**config.mk**
```make
export PLATFORM = sky130hd
export DESIGN_NAME = alu_share_ctrl_flat
export DESIGN_NICKNAME = d
export VERILOG_FILES = /design/src/rtl/alu_share_ctrl_pkg.sv /design/src/rtl/alu_share_ctrl_if.sv /design/src/rtl/alu_share_ctrl_alu.sv /design/src/rtl/alu_share_ctrl.sv /design/src/flat_wrapper.sv
export SDC_FILE = /design/constraint.sdc
export NUM_CORES = 1
export LEC_CHECK = 0
export BUFFER_PORTS_ARGS = -buffer_cell sky130_fd_sc_hd__buf_2
export CORE_MARGIN = 2
export CORE_UTILIZATION = 53
export DETAILED_ROUTE_END_ITERATION = 8
export PLACE_DENSITY = 0.85
export SLEW_MARGIN = 20
export SYNTH_ARGS = -nofsm -noshare
export SYNTH_HDL_FRONTEND = slang
export SYNTH_SLANG_ARGS = --single-unit
```
**constraint.sdc**
```tcl
create_clock -name clk -period 4.9 [get_ports clk]
set_input_delay 0.98 -clock clk [delete_from_list [all_inputs] [get_ports clk]]
set_output_delay 0.98 -clock clk [all_outputs]
set_load 0.02 [all_outputs]
```
**src/rtl/alu_share_ctrl_pkg.sv**
```systemverilog
// Shared definitions for the ALU sharing controller: operation codes,
// FSM encoding, debug view and the supported-operation filter.
package alu_share_ctrl_pkg;

    localparam logic [5:0] FUNCT_ADDU = 6'b001001;
    localparam logic [5:0] FUNCT_SUBU = 6'b001010;
    localparam logic [5:0] FUNCT_NOR  = 6'b010011;
    localparam logic [5:0] FUNCT_SLTU = 6'b101010;

    typedef enum logic [1:0] {
        IDLE = 2'd0,
        EXEC = 2'd1,
        RESP = 2'd2
    } state_t;

    // Internal view exported for observation: FSM state, arbitration
    // pointer and the latched operation that is being (or was last) executed.
    typedef struct packed {
        state_t     state;
        logic       ptr;
        logic       id;
        logic [4:0] shamt;
        logic [5:0] funct;
    } dbg_t;

    function automatic logic funct_supported(input logic [5:0] funct);
        case (funct)
            FUNCT_ADDU, FUNCT_SUBU, FUNCT_NOR, FUNCT_SLTU: return 1'b1;
            default:                                       return 1'b0;
        endcase
    endfunction

endpackage

```
**src/rtl/alu_share_ctrl_if.sv**
```systemverilog
// Request/response bundle between the two requesters, the response
// consumer and the ALU sharing controller.
//
// Handshake: a transfer happens on a rising edge where valid && ready are
// both high. valid must not depend on ready. req_ready is a combinational
// one-hot grant that may rise in the same cycle as req_valid. rsp_valid
// stays high, with rsp_* stable, until the edge where rsp_ready is seen.
interface alu_share_ctrl_if #(
    parameter int DATA_W = 32
);
    logic [1:0]        req_valid;
    logic [1:0]        req_ready;
    logic [DATA_W-1:0] req0_src1;
    logic [DATA_W-1:0] req0_src2;
    logic [4:0]        req0_shamt;
    logic [5:0]        req0_funct;
    logic [DATA_W-1:0] req1_src1;
    logic [DATA_W-1:0] req1_src2;
    logic [4:0]        req1_shamt;
    logic [5:0]        req1_funct;
    logic              rsp_valid;
    logic              rsp_ready;
    logic              rsp_id;
    logic [DATA_W-1:0] rsp_result;
    logic              rsp_zero;
    logic              rsp_err;
    logic              busy;

    modport master (
        output req_valid, req0_src1, req0_src2, req0_shamt, req0_funct,
               req1_src1, req1_src2, req1_shamt, req1_funct, rsp_ready,
        input  req_ready, rsp_valid, rsp_id, rsp_result, rsp_zero, rsp_err, busy
    );

    modport slave (
        input  req_valid, req0_src1, req0_src2, req0_shamt, req0_funct,
               req1_src1, req1_src2, req1_shamt, req1_funct, rsp_ready,
        output req_ready, rsp_valid, rsp_id, rsp_result, rsp_zero, rsp_err, busy
    );

endinterface

```
**src/rtl/alu_share_ctrl_alu.sv**
```systemverilog
// Single-cycle ALU shared by both requesters. Purely combinational;
// unknown operation codes yield zero.
module alu_share_ctrl_alu
    import alu_share_ctrl_pkg::*;
#(
    parameter int DATA_W = 32
) (
    input  logic [DATA_W-1:0] src1,
    input  logic [DATA_W-1:0] src2,
    input  logic [5:0]        funct,
    output logic [DATA_W-1:0] result
);

    // Operation select; add/subtract wrap modulo 2^DATA_W.
    always_comb begin
        result = '0;
        case (funct)
            FUNCT_ADDU: result = src1 + src2;
            FUNCT_SUBU: result = src1 - src2;
            FUNCT_NOR:  result = ~(src1 | src2);
            FUNCT_SLTU: result = {{(DATA_W-1){1'b0}}, (src1 < src2)};
            default:    result = '0;
        endcase
    end

endmodule

```
**src/rtl/alu_share_ctrl.sv**
```systemverilog
// Time-shares one ALU between two requesters: round-robin accept,
// one execute cycle, then a held response with valid/ready backpressure.
module alu_share_ctrl
    import alu_share_ctrl_pkg::*;
#(
    parameter int DATA_W  = 32,
    parameter int RR_INIT = 0
) (
    input  logic                    clk,
    input  logic                    rst,
    alu_share_ctrl_if.slave         bus,
    output dbg_t                    dbg
);

    state_t            state_q, state_d;
    logic              ptr_q;
    logic              id_q;
    logic [DATA_W-1:0] src1_q, src2_q;
    logic [4:0]        shamt_q;
    logic [5:0]        funct_q;
    logic              rsp_id_q, rsp_zero_q, rsp_err_q;
    logic [DATA_W-1:0] rsp_result_q;
    logic [DATA_W-1:0] alu_result;
    logic [1:0]        grant;
    logic              accept;

    alu_share_ctrl_alu #(.DATA_W(DATA_W)) u_alu (
        .src1   (src1_q),
        .src2   (src2_q),
        .funct  (funct_q),
        .result (alu_result)
    );

    // Round-robin grant, only offered while idle and out of reset.
    always_comb begin
        grant = 2'b00;
        if (state_q == IDLE && !rst) begin
            if (bus.req_valid == 2'b11) grant = ptr_q ? 2'b10 : 2'b01;
            else                        grant = bus.req_valid;
        end
    end

    assign accept = |(bus.req_valid & grant);

    // Next-state logic.
    always_comb begin
        state_d = state_q;
        case (state_q)
            IDLE:    if (accept) state_d = EXEC;
            EXEC:    state_d = RESP;
            RESP:    if (bus.rsp_ready) state_d = IDLE;
            default: state_d = IDLE;
        endcase
    end

    // State register and priority pointer; pointer moves past the served requester.
    always_ff @(posedge clk or posedge rst) begin
        if (rst) begin
            state_q <= IDLE;
            ptr_q   <= 1'(RR_INIT);
        end else begin
            state_q <= state_d;
            if (state_q == RESP && bus.rsp_ready) ptr_q <= ~rsp_id_q;
        end
    end

    // Operand latch on the accept edge from the granted requester.
    always_ff @(posedge clk or posedge rst) begin
        if (rst) begin
            src1_q  <= '0;
            src2_q  <= '0;
            shamt_q <= '0;
            funct_q <= '0;
            id_q    <= 1'b0;
        end else if (accept) begin
            id_q    <= grant[1];
            src1_q  <= grant[1] ? bus.req1_src1  : bus.req0_src1;
            src2_q  <= grant[1] ? bus.req1_src2  : bus.req0_src2;
            shamt_q <= grant[1] ? bus.req1_shamt : bus.req0_shamt;
            funct_q <= grant[1] ? bus.req1_funct : bus.req0_funct;
        end
    end

    // Response capture at the end of EXEC; unsupported codes never use the ALU output.
    always_ff @(posedge clk or posedge rst) begin
        if (rst) begin
            rsp_id_q     <= 1'b0;
            rsp_result_q <= '0;
            rsp_zero_q   <= 1'b1;
            rsp_err_q    <= 1'b0;
        end else if (state_q == EXEC) begin
            rsp_id_q <= id_q;
            if (funct_supported(funct_q)) begin
                rsp_result_q <= alu_result;
                rsp_zero_q   <= (alu_result == '0);
                rsp_err_q    <= 1'b0;
            end else begin
                rsp_result_q <= '0;
                rsp_zero_q   <= 1'b1;
                rsp_err_q    <= 1'b1;
            end
        end
    end

    // Outputs decoded from state.
    always_comb begin
        bus.req_ready = grant;
        bus.rsp_valid = (state_q == RESP);
        bus.busy      = (state_q != IDLE);
    end

    assign bus.rsp_id     = rsp_id_q;
    assign bus.rsp_result = rsp_result_q;
    assign bus.rsp_zero   = rsp_zero_q;
    assign bus.rsp_err    = rsp_err_q;

    assign dbg = '{state: state_q, ptr: ptr_q, id: id_q, shamt: shamt_q, funct: funct_q};

endmodule
```
**src/flat_wrapper.sv**
```systemverilog
// flat-port wrapper written by rule: the top's interface ports become plain ports
module alu_share_ctrl_flat import alu_share_ctrl_pkg::*;
#(
    parameter int DATA_W  = 32,
    parameter int RR_INIT = 0
)
  (clk, rst, dbg, bus_req_valid, bus_req0_src1, bus_req0_src2, bus_req0_shamt, bus_req0_funct, bus_req1_src1, bus_req1_src2, bus_req1_shamt, bus_req1_funct, bus_rsp_ready, bus_req_ready, bus_rsp_valid, bus_rsp_id, bus_rsp_result, bus_rsp_zero, bus_rsp_err, bus_busy);
  alu_share_ctrl_if #(.DATA_W(DATA_W)) bus_i ();
  input  logic clk;
  input  logic rst;
  output dbg_t dbg;
  input wire logic [$bits(bus_i.req_valid)-1:0] bus_req_valid;
  input wire logic [$bits(bus_i.req0_src1)-1:0] bus_req0_src1;
  input wire logic [$bits(bus_i.req0_src2)-1:0] bus_req0_src2;
  input wire logic [$bits(bus_i.req0_shamt)-1:0] bus_req0_shamt;
  input wire logic [$bits(bus_i.req0_funct)-1:0] bus_req0_funct;
  input wire logic [$bits(bus_i.req1_src1)-1:0] bus_req1_src1;
  input wire logic [$bits(bus_i.req1_src2)-1:0] bus_req1_src2;
  input wire logic [$bits(bus_i.req1_shamt)-1:0] bus_req1_shamt;
  input wire logic [$bits(bus_i.req1_funct)-1:0] bus_req1_funct;
  input wire logic [$bits(bus_i.rsp_ready)-1:0] bus_rsp_ready;
  output wire logic [$bits(bus_i.req_ready)-1:0] bus_req_ready;
  output wire logic [$bits(bus_i.rsp_valid)-1:0] bus_rsp_valid;
  output wire logic [$bits(bus_i.rsp_id)-1:0] bus_rsp_id;
  output wire logic [$bits(bus_i.rsp_result)-1:0] bus_rsp_result;
  output wire logic [$bits(bus_i.rsp_zero)-1:0] bus_rsp_zero;
  output wire logic [$bits(bus_i.rsp_err)-1:0] bus_rsp_err;
  output wire logic [$bits(bus_i.busy)-1:0] bus_busy;
  assign bus_i.req_valid = bus_req_valid;
  assign bus_i.req0_src1 = bus_req0_src1;
  assign bus_i.req0_src2 = bus_req0_src2;
  assign bus_i.req0_shamt = bus_req0_shamt;
  assign bus_i.req0_funct = bus_req0_funct;
  assign bus_i.req1_src1 = bus_req1_src1;
  assign bus_i.req1_src2 = bus_req1_src2;
  assign bus_i.req1_shamt = bus_req1_shamt;
  assign bus_i.req1_funct = bus_req1_funct;
  assign bus_i.rsp_ready = bus_rsp_ready;
  assign bus_req_ready = bus_i.req_ready;
  assign bus_rsp_valid = bus_i.rsp_valid;
  assign bus_rsp_id = bus_i.rsp_id;
  assign bus_rsp_result = bus_i.rsp_result;
  assign bus_rsp_zero = bus_i.rsp_zero;
  assign bus_rsp_err = bus_i.rsp_err;
  assign bus_busy = bus_i.busy;
  alu_share_ctrl #(.DATA_W(DATA_W), .RR_INIT(RR_INIT)) u_core (.clk(clk), .rst(rst), .bus(bus_i), .dbg(dbg));
endmodule
```
==> out/results.txt, run 1 <==
status -> complete, no violations
Setup crit start -> u_core.src2_q[19]
final-report hold violation count -> 0
GRT Util Overall -> 32.5%
Final Setup Violations -> 0
max_cap viols -> 0
largest net degree at the start of global routing -> 101
Multi-input gate area -> 6390 um2
first-pass GRT wire length -> 51100 um
Peak Freq -> 251 MHz
final worst-path cycle share -> 81.4%
Die Width -> 141 um
Hold Crit Start -> u_core.bus.rsp_result[21]
Distinct cells, synth -> 88
Worst-Skew Late Latency -> 0.43 ns
CTS Root Cell -> clkbuf_16
syn nets -> 1565
Final min period -> 3.99 ns
Setup crit start kind -> flip-flop
CTS buffer count -> 17
Post-CTS Setup Bufs -> 0
Yosys reg bits -> 114
DP Wirelength -> 25100 um
total power -> 8470 uW
FF/Latch Area -> 2850 um2
Placer Congestion -> 0.985
Slowest-stage cell, CP -> ha_1
setup tns final -> 0 ns
Slew headroom -> 30.6%
Mean Syn Cell Area -> 7.60 um2
Crit. path cell count -> 13
ant diodes -> 0
CP arrival -> 4.33 ns
clock skew -> 0.00959 ns
peak fanout along the critical path -> 13
vias in the first global route -> 9584
crit path kind -> flip-flop to flip-flop
power per cell area -> 730 nW/um2
Yosys warnings -> 0
Detailed Routing Iterations Pass 1 -> 5
Clock Pin Slew Worst Setup and Hold Paths -> 0.06 ns
most used cell, CP -> inv_1
register area share after synthesis -> 28.8%
die boundary height -> 141 um
fraction of layout cells with a size suffix above 1 -> 19.1%
initial DRC count -> 1019
cts repair resizes -> 0
cells along the critical path -> inv_1 -> ha_1 -> inv_1 -> a21oi_1 -> nand4_1 -> nor4b_1 -> o31ai_1 -> a211oi_2 -> nor2_1 -> o2111ai_1 -> o21ai_0 -> nand4b_1 -> o31ai_2
GR Overflow Total -> 0
ys flop type -> dfrtp_1
most frequent cells in the layout -> nand2_1, buf_2, nor2_1
Layout Cells excl Fill -> 1703
maximum vdd drop -> 0.000325 V
reg-to-reg startpoint -> u_core.src2_q[19]
number of buffers inserted by port buffering -> 208
RSZ-0062 raised after global routing -> false
Hold Path Stages -> 1
CTS Buffer Depth -> 2
Synth Instances -> 1305
CP Buf/Inv Count -> 2
Post-synth EDFFs -> 0
Netlist Area Pre-Place -> 9920 um2
TritonCTS clock tree -> built
Reg2Reg Depth -> 13
vias per inst -> 6.12
P&R area growth vs syn -> 16.9%
H-tree levels -> 4
clk sinks -> 114
Hold Crit Class -> flip-flop to flip-flop
placed insts -> 1672
initial antenna violation count -> 0
Largest stage delay, worst path -> 0.56 ns
Final #Nets -> 1717
core area -> 18500 um2
delay-heaviest family, CP -> compound AO/OA/AOI/OAI gates
starting density of the core -> 53.6%
final wirelength -> 32700 um
Slew Viols, Final -> 0
CP Data Required Time -> 5.24 ns
WL per Instance -> 19.2 um
CTS Hold Buffers Added -> 0
Tightest Pin Transition -> 1.04 ns
ys async rst share -> 100%
DRC viols -> 0
fillers -> 1646
Die Area -> 19800 um2
# IOs -> 209
Cell Rows -> 50
Crit. End Element -> flip-flop
Detail Route Antenna Nets -> 0
Leak Pwr -> 0.00566 uW
most common cell after layout, fill and taps aside -> nand2_1
vias -> 10428
[Yosys cell counts, types with 6 or more instances]
cell,n,area share (%)
buf_1,6,0.23
a211oi_1,8,0.61
a31oi_1,85,5.4
nand2_1,226,8.6
nor3_1,19,0.96
o21ai_0,51,2.6
nand4_1,14,0.88
nor4_1,7,0.44
dfrtp_1,113,29
xnor2_1,6,0.53
and2_1,6,0.38
o21a_1,11,0.83
clkbuf_1,70,2.6
nor2_1,148,5.6
buf_2,7,0.35
a22oi_1,7,0.53
a22o_1,16,1.4
nor2b_1,12,0.76
inv_1,93,3.5
a221oi_1,8,0.71
a21oi_1,79,4.0
a211o_1,6,0.53
o31ai_1,12,0.91
o211ai_1,14,1.1
a21o_1,18,1.4
a221o_1,8,0.81
ha_1,103,13
nand2b_1,9,0.57
nand3_1,21,1.1
or3_1,8,0.50
[logic make-up after synthesis]
kind of cell	share of synthesized area (%)
AO/OA/AOI/OAI	27.7
XOR/XNOR	0.618
adder cells (fa/ha/maj)	13.4
buffers and inverters	7.09
flip-flops	28.8
AND/OR/NAND/NOR	22.5
[routing by layer]
metal  GRT usage (%)  vias up  part of all wire [%]
met1            48.9     4938                    46
li1                -     4930                     -
met4            9.58        0                   2.0
met3            6.28       46                   9.6
met2            47.2      514                    42
met5               0        -                     0
[stage by stage]
stage / hold slack, ns / area [um2] / utilization, % / setup WS, ns
global placement: 0.453 / 11000 / 59.6 / 1.08
floorplan: 0.519 / 9920 / - / 0.906
detailed placement: 0.460 / 11000 / 59.6 / 1.06
CTS: 0.473 / 11600 / 62.6 / 1.01
finish: 0.466 / 11600 / 62.6 / 0.913
global route: 0.509 / 11600 / 62.6 / 0.593
[report_power, final]
part / switching, uW / internal [uW]
clock: 491 / 716
sequential: 395 / 1270
combinational: 3620 / 1970
[worst reg2reg max path, stage by stage (launching register included)]
cell,delay (ns)
dfrtp_1,0.41
inv_1,0.09
ha_1,0.56
inv_1,0.11
a21oi_1,0.34
nand4_1,0.26
nor4b_1,0.42
o31ai_1,0.22
a211oi_2,0.47
nor2_1,0.12
o2111ai_1,0.21
o21ai_0,0.18
nand4b_1,0.25
o31ai_2,0.26
[area by class of cell]
type | count | area share [%]
Multi-Input combinational cell | 1011 | 55.1
Inverter | 93 | 3.03
Tap cell | 234 | 2.52
Clock inverter | 13 | 1.11
Clock buffer | 18 | 3.79
Timing Repair Buffer | 220 | 9.86
Sequential cell | 114 | 24.6
[final timing paths]
check                                            endpoint  slack [ns]
worst max-delay path                  u_core.bus.rsp_zero        0.91
worst min-delay path            u_core.bus.rsp_result[21]        0.47
worst max register to register        u_core.bus.rsp_zero        0.91
worst min register to register  u_core.bus.rsp_result[21]        0.47
max in group asynchronous               u_core.src1_q[19]        3.41
min in group asynchronous               u_core.state_q[1]        0.59
[flip-flops by register name, summed over array words and instances, names as in the netlist]
signal / flops
u_core.state_q: 2
u_core.bus.rsp_err: 1
u_core.src1_q: 32
u_core.src2_q: 32
u_core.bus.rsp_id: 1
u_core.ptr_q: 1
u_core.shamt_q: 5
u_core.bus.rsp_zero: 1
u_core.funct_q: 6
u_core.bus.rsp_result: 32
u_core.id_q: 1
No activity file was read; power rests on OpenSTA's default activity.
==> run 2, diff against run 1 <==
==> constraint.sdc (replaced) <==
create_clock -name clk -period 3.7 [get_ports clk]
set_input_delay 0.74 -clock clk [delete_from_list [all_inputs] [get_ports clk]]
set_output_delay 0.74 -clock clk [all_outputs]
set_load 0.02 [all_outputs]
==> out/results.txt, run 2 (synthesis results as in run 1) <==
Detailed Routing Iterations Pass 1 -> 5 (unchanged)
CTS Buffer Depth -> 2 (unchanged)
GRT Util Overall -> 34.5% (was 32.5%)
initial antenna violation count -> 0 (unchanged)
maximum vdd drop -> 0.000419 V (was 0.000325 V)
reg-to-reg startpoint -> u_core.src2_q[0] (was u_core.src2_q[19])
P&R area growth vs syn -> 25.1% (was 16.9%)
core area -> 18500 um2 (unchanged)
Die Area -> 19800 um2 (unchanged)
crit path kind -> flip-flop to flip-flop (unchanged)
Die Width -> 141 um (unchanged)
first-pass GRT wire length -> 54100 um (was 51100 um)
Slowest-stage cell, CP -> dfrtp_2 (was ha_1)
# IOs -> 209 (unchanged)
final hold slack -> 0.467 ns (was 0.466 ns)
RR Endpoint -> u_core.bus.rsp_zero (unchanged)
Worst-Skew Late Latency -> 0.43 ns (about the same)
power per cell area -> 1020 nW/um2 (was 730 nW/um2)
Reg2Reg Depth -> 15 (was 13)
Final #Nets -> 1784 (was 1717)
most common cell after layout, fill and taps aside -> nand2_1 (unchanged)
vias in the first global route -> 10131 (was 9584)
final wirelength -> 35000 um (was 32700 um)
Setup crit start kind -> flip-flop (unchanged)
FF/Latch Area -> 2860 um2 (was 2850 um2)
die boundary height -> 141 um (unchanged)
Largest stage delay, worst path -> 0.45 ns (was 0.56 ns)
Tightest Pin Transition -> 0.904 ns (was 1.04 ns)
Multi-input gate area -> 6620 um2 (was 6390 um2)
DP Wirelength -> 26600 um (was 25100 um)
clock skew -> 0.0139 ns (was 0.00959 ns)
Hold Crit Class -> flip-flop to flip-flop (unchanged)
H-tree levels -> 4 (unchanged)
Hold Path Stages -> 2 (was 1)
number of buffers inserted by port buffering -> 208 (unchanged)
Crit. End Element -> flip-flop (unchanged)
vias per inst -> 6.18 (was 6.12)
Peak Freq -> 279 MHz (was 251 MHz)
Detail Route Antenna Nets -> 0 (unchanged)
fraction of layout cells with a size suffix above 1 -> 25.3% (was 19.1%)
peak fanout along the critical path -> 5 (was 13)
CTS buffer count -> 17 (unchanged)
CP arrival -> 3.93 ns (was 4.33 ns)
Slew headroom -> 39.7% (was 30.6%)
Placer Congestion -> 1.01 (was 0.985)
TritonCTS clock tree -> built (unchanged)
DRC viols -> 0 (unchanged)
Final min period -> 3.59 ns (was 3.99 ns)
CTS Hold Buffers Added -> 0 (unchanged)
clk sinks -> 114 (unchanged)
fillers -> 1545 (was 1646)
cells along the critical path -> ha_2 -> inv_1 -> fa_2 -> nor2b_2 -> o31a_1 -> o211ai_1 -> buf_4 -> nand4_1 -> a31o_2 -> a211o_1 -> nand2_2 -> o211ai_1 -> a32oi_2 -> nand4_1 -> o31ai_2 (was inv_1 -> ha_1 -> inv_1 -> a21oi_1 -> nand4_1 -> nor4b_1 -> o31ai_1 -> a211oi_2 -> nor2_1 -> o2111ai_1 -> o21ai_0 -> nand4b_1 -> o31ai_2)
ant diodes -> 0 (unchanged)
initial DRC count -> 1234 (was 1019)
RSZ-0062 raised after global routing -> true (was false)
status -> complete, no violations (unchanged)
Leak Pwr -> 0.00601 uW (was 0.00566 uW)
Final Setup Violations -> 0 (unchanged)
CTS Root Cell -> clkbuf_16 (unchanged)
Hold Path End -> u_core.bus.rsp_result[27] (was u_core.bus.rsp_result[21])
Cell Rows -> 50 (unchanged)
max_cap viols -> 0 (unchanged)
vias -> 10945 (was 10428)
Hold Crit Start -> u_core.bus.rsp_result[27] (was u_core.bus.rsp_result[21])
most frequent cells in the layout -> nand2_1, buf_2, nor2_1 (unchanged)
starting density of the core -> 53.6% (unchanged)
final worst-path cycle share -> 97.0% (was 81.4%)
Clock Pin Slew Worst Setup and Hold Paths -> 0.05 ns (was 0.06 ns)
FF-to-FF setup slack -> 0.11 ns (was 0.91 ns)
final-report hold violation count -> 0 (unchanged)
Slew Viols, Final -> 0 (unchanged)
GR Overflow Total -> 0 (unchanged)
WL per Instance -> 19.8 um (was 19.2 um)
CP Data Required Time -> 4.04 ns (was 5.24 ns)
setup tns final -> 0 ns (unchanged)
largest net degree at the start of global routing -> 77 (was 101)
## run 2: cell types whose count changed in the layout (fill, tap and decap cells not counted), sizes merged
cell	change
clkinv	-1
buf	+67
clkinvlp	+2
bufinv	+3
inv	-3
## run 2: worst max path at each step
stage                           from             endpoint  slack [ns]  depth (start not counted)
CTS                 u_core.src1_q[0]  u_core.bus.rsp_zero       0.009                         15
detailed placement  u_core.src1_q[0]  u_core.bus.rsp_zero       -0.07                         15
global route        u_core.src2_q[0]  u_core.bus.rsp_zero       -0.06                         15
finish              u_core.src2_q[0]  u_core.bus.rsp_zero        0.11                         15
floorplan           u_core.src2_q[5]  u_core.bus.rsp_zero        0.43                         14
global placement    u_core.src2_q[0]  u_core.bus.rsp_zero      -0.005                         13
## run 2: critical path: cells and delay by family, from the launching register on
kind                       cells  cell delay, ns
and+or+nand+nor                4            0.40
DFF                            1            0.45
buffers and inverters          2            0.28
adders and majority gates      2            0.43
AOI/OAI and AO/OA              7            1.94
## run 2: report_power, final
group / switching, uW / total (uW) / internal, uW
registers: 505 / 2200 / 1690
clock network: 659 / 1800 / 1140
logic: 5340 / 8700 / 3360
total: 6500 / 12700 / 6190
## run 2: metal layers
metal	wire length [um]	vias to the layer above	GRT usage (%)	share of wire, %
li1	-	5075	-	-
met1	15400	5175	49.7	44
met2	14900	635	50.6	43
met3	4010	60	10.5	11
met4	675	0	9.21	1.9
met5	0	-	0	0
## run 2: final cells by class
class | count | share of cell area, %
clock buffer | 18 | 3.46
clock inverter | 14 | 1.64
sequential | 114 | 23.0
multi-input combinational | 1011 | 53.3
inverter | 93 | 2.84
tap | 234 | 2.36
timing repair buffer | 287 | 13.4
## run 2: repair_timing
item / CTS / global route
endpoints found under the setup margin: 1 / 4
buffers inserted: 1 / 12
pin swaps: 2 / 21
gates resized for setup: 4 / 47
## run 2: metrics by stage
step | util [%] | area [um2] | setup slack [ns] | std cells | total power [uW]
after floorplan | - | 9920 | 0.427 | 1305 | 7390
after global routing | 67.0 | 12400 | -0.0579 | 1771 | 13500
after CTS | 65.4 | 12100 | 0.00860 | 1760 | 11900
after detailed placement | 61.8 | 11500 | -0.0710 | 1727 | 10000
after global placement | 61.8 | 11500 | -0.00501 | 1727 | 9990
final | 67.0 | 12400 | 0.113 | 1771 | 12700
==> run 3, diff against run 2 <==
--- a/config.mk
+++ b/config.mk
@@ -10,6 +10,7 @@
 export CORE_UTILIZATION = 53
 export DETAILED_ROUTE_END_ITERATION = 8
 export PLACE_DENSITY = 0.85
+export RECOVER_POWER = 25
 export SLEW_MARGIN = 20
 export SYNTH_ARGS = -nofsm -noshare
 export SYNTH_HDL_FRONTEND = slang
==> out/results.txt, run 3 (synthesis results as in run 1) <==
Final #Nets -> 1784 (unchanged)
initial antenna violation count -> 0 (unchanged)
Cell Rows -> 50 (unchanged)
Leak Pwr -> 0.00601 uW (about the same)
FF-to-FF setup slack -> 0.12 ns (was 0.11 ns)
Die Width -> 141 um (unchanged)
Worst-Skew Late Latency -> 0.43 ns (about the same)
clk sinks -> 114 (unchanged)
clock skew -> 0.0123 ns (was 0.0139 ns)
CP arrival -> 3.92 ns (was 3.93 ns)
TritonCTS clock tree -> built (unchanged)
Crit. End Element -> flip-flop (unchanged)
most frequent cells in the layout -> nand2_1, buf_2, nor2_1 (unchanged)
Peak Freq -> 279 MHz (about the same)
GR Overflow Total -> 0 (unchanged)
placed cell area -> 11500 um2 (unchanged)
Tightest Pin Transition -> 2.24 ns (was 0.904 ns)
CTS buffer count -> 17 (unchanged)
Slowest-stage cell, CP -> dfrtp_2 (unchanged)
vias -> 10879 (was 10945)
core area -> 18500 um2 (unchanged)
CTS Root Cell -> clkbuf_16 (unchanged)
PnR worst setup slack -> 0.118 ns (was 0.113 ns)
number of buffers inserted by port buffering -> 208 (unchanged)
Final min period -> 3.58 ns (was 3.59 ns)
Die Area -> 19800 um2 (unchanged)
final wirelength -> 35000 um (about the same)
first-pass GRT wire length -> 54100 um (unchanged)
final worst-path cycle share -> 96.8% (was 97.0%)
failing checks -> max-capacitance violations, max-slew violations
power per cell area -> 1020 nW/um2 (about the same)
crit path kind -> flip-flop to flip-flop (unchanged)
CP Data Required Time -> 4.04 ns (about the same)
ant diodes -> 0 (unchanged)
H-tree levels -> 4 (unchanged)
most common cell after layout, fill and taps aside -> nand2_1 (unchanged)
final-report hold violation count -> 0 (unchanged)
RSZ-0062 raised after global routing -> true (unchanged)
Placer Congestion -> 1.01 (unchanged)
Final Setup Violations -> 0 (unchanged)
Hold Crit Class -> flip-flop to flip-flop (unchanged)
initial DRC count -> 1294 (was 1234)
final hold slack -> 0.468 ns (was 0.467 ns)
peak fanout along the critical path -> 5 (unchanged)
Design Area, Final -> 12400 um2 (about the same)
DP Wirelength -> 26600 um (unchanged)
maximum vdd drop -> 0.000420 V (was 0.000419 V)
Largest stage delay, worst path -> 0.45 ns (about the same)
CTS Hold Buffers Added -> 0 (unchanged)
fraction of layout cells with a size suffix above 1 -> 25.2% (was 25.3%)
Clock Pin Slew Worst Setup and Hold Paths -> 0.05 ns (about the same)
# IOs -> 209 (unchanged)
vias in the first global route -> 10131 (unchanged)
Util after Layout -> 67.0% (about the same)
status -> finished with violations (was complete, no violations)
Slew Viols, Final -> 116 (was 0)
max_cap viols -> 2 (was 0)
DRC viols -> 0 (unchanged)
Setup crit start kind -> flip-flop (unchanged)
dpl ws -> -0.0710 ns (unchanged)
Detail Route Antenna Nets -> 0 (unchanged)
CTS Buffer Depth -> 2 (unchanged)
vias per inst -> 6.14 (was 6.18)
starting density of the core -> 53.6% (unchanged)
GRT Util Overall -> 34.5% (unchanged)
cells along the critical path -> ha_2 -> inv_1 -> fa_2 -> nor2b_2 -> o31a_1 -> o211ai_1 -> buf_4 -> nand4_1 -> a31o_2 -> a211o_1 -> nand2_2 -> o211ai_1 -> a32oi_2 -> nand4_1 -> o31ai_2 (unchanged)
Slew headroom -> -49.1% (was 39.7%)
Detailed Routing Iterations Pass 1 -> 7 (was 5)
die boundary height -> 141 um (unchanged)
largest net degree at the start of global routing -> 77 (unchanged)
setup tns final -> 0 ns (unchanged)
P&R area growth vs syn -> 25.0% (was 25.1%)
WL per Instance -> 19.7 um (was 19.8 um)
==> run 3: cell types whose count changed in the layout (fill, tap and decap cells not counted), sizes merged <==
cell and change:
buf -3, clkbuf +3
==> run 3: where the power goes <==
group          total, uW  switching [uW]  internal [uW]
logic               8710            5350           3360
registers           2190             502           1690
clock network       1790             659           1140
==> run 3: area by class of cell <==
type / count / area, um2
Inverter: 93 / 350
Clock inverter: 14 / 204
Multi-Input combinational cell: 1011 / 6620
Timing Repair Buffer: 287 / 1650
Sequential cell: 114 / 2860
Fill cell: 1546 / 6120
Tap cell: 234 / 293
Clock buffer: 18 / 429
==> run 3: worst max-delay path: cells and delay by family (launching register included) <==
family	cells	cell delay (ns)
and+or+nand+nor	4	0.40
adders and majority gates	2	0.43
DFF	1	0.45
buffers and inverters	2	0.27
AOI/OAI and AO/OA	7	1.95
==> run 3: worst paths after layout <==
kind,cells after the start,startpoint,endpoint
max,15,u_core.src2_q[0],u_core.bus.rsp_zero
max in group asynchronous,3,rst,u_core.src1_q[29]
min,2,u_core.bus.rsp_result[27],u_core.bus.rsp_result[27]
min reg2reg,2,u_core.bus.rsp_result[27],u_core.bus.rsp_result[27]
min in group asynchronous,3,rst,u_core.shamt_q[4]
max reg2reg,15,u_core.src2_q[0],u_core.bus.rsp_zero
==> run 3: repair_timing <==
item,4_1_cts,5_1_grt
setup endpoints to repair,1,4
setup buffers,1,12
pin swaps,2,21
gates resized for setup,4,47
hold endpoints to repair,0,0
==> run 3: layer usage <==
| layer | up-vias | global-route usage, % | share of wire [%] |
|---|---|---|---|
| met5 | - | 0 | 0 |
| met1 | 5136 | 49.7 | 44 |
| met4 | 0 | 9.21 | 1.9 |
| li1 | 5069 | - | - |
| met2 | 612 | 50.6 | 43 |
| met3 | 62 | 10.5 | 11 |
==> run 3: through the flow <==
stage,cells,total power [uW]
floorplan,1305,7390
global route,1771,13500
global placement,1727,9990
detailed placement,1727,10000
finish,1771,12700
CTS,1760,11900
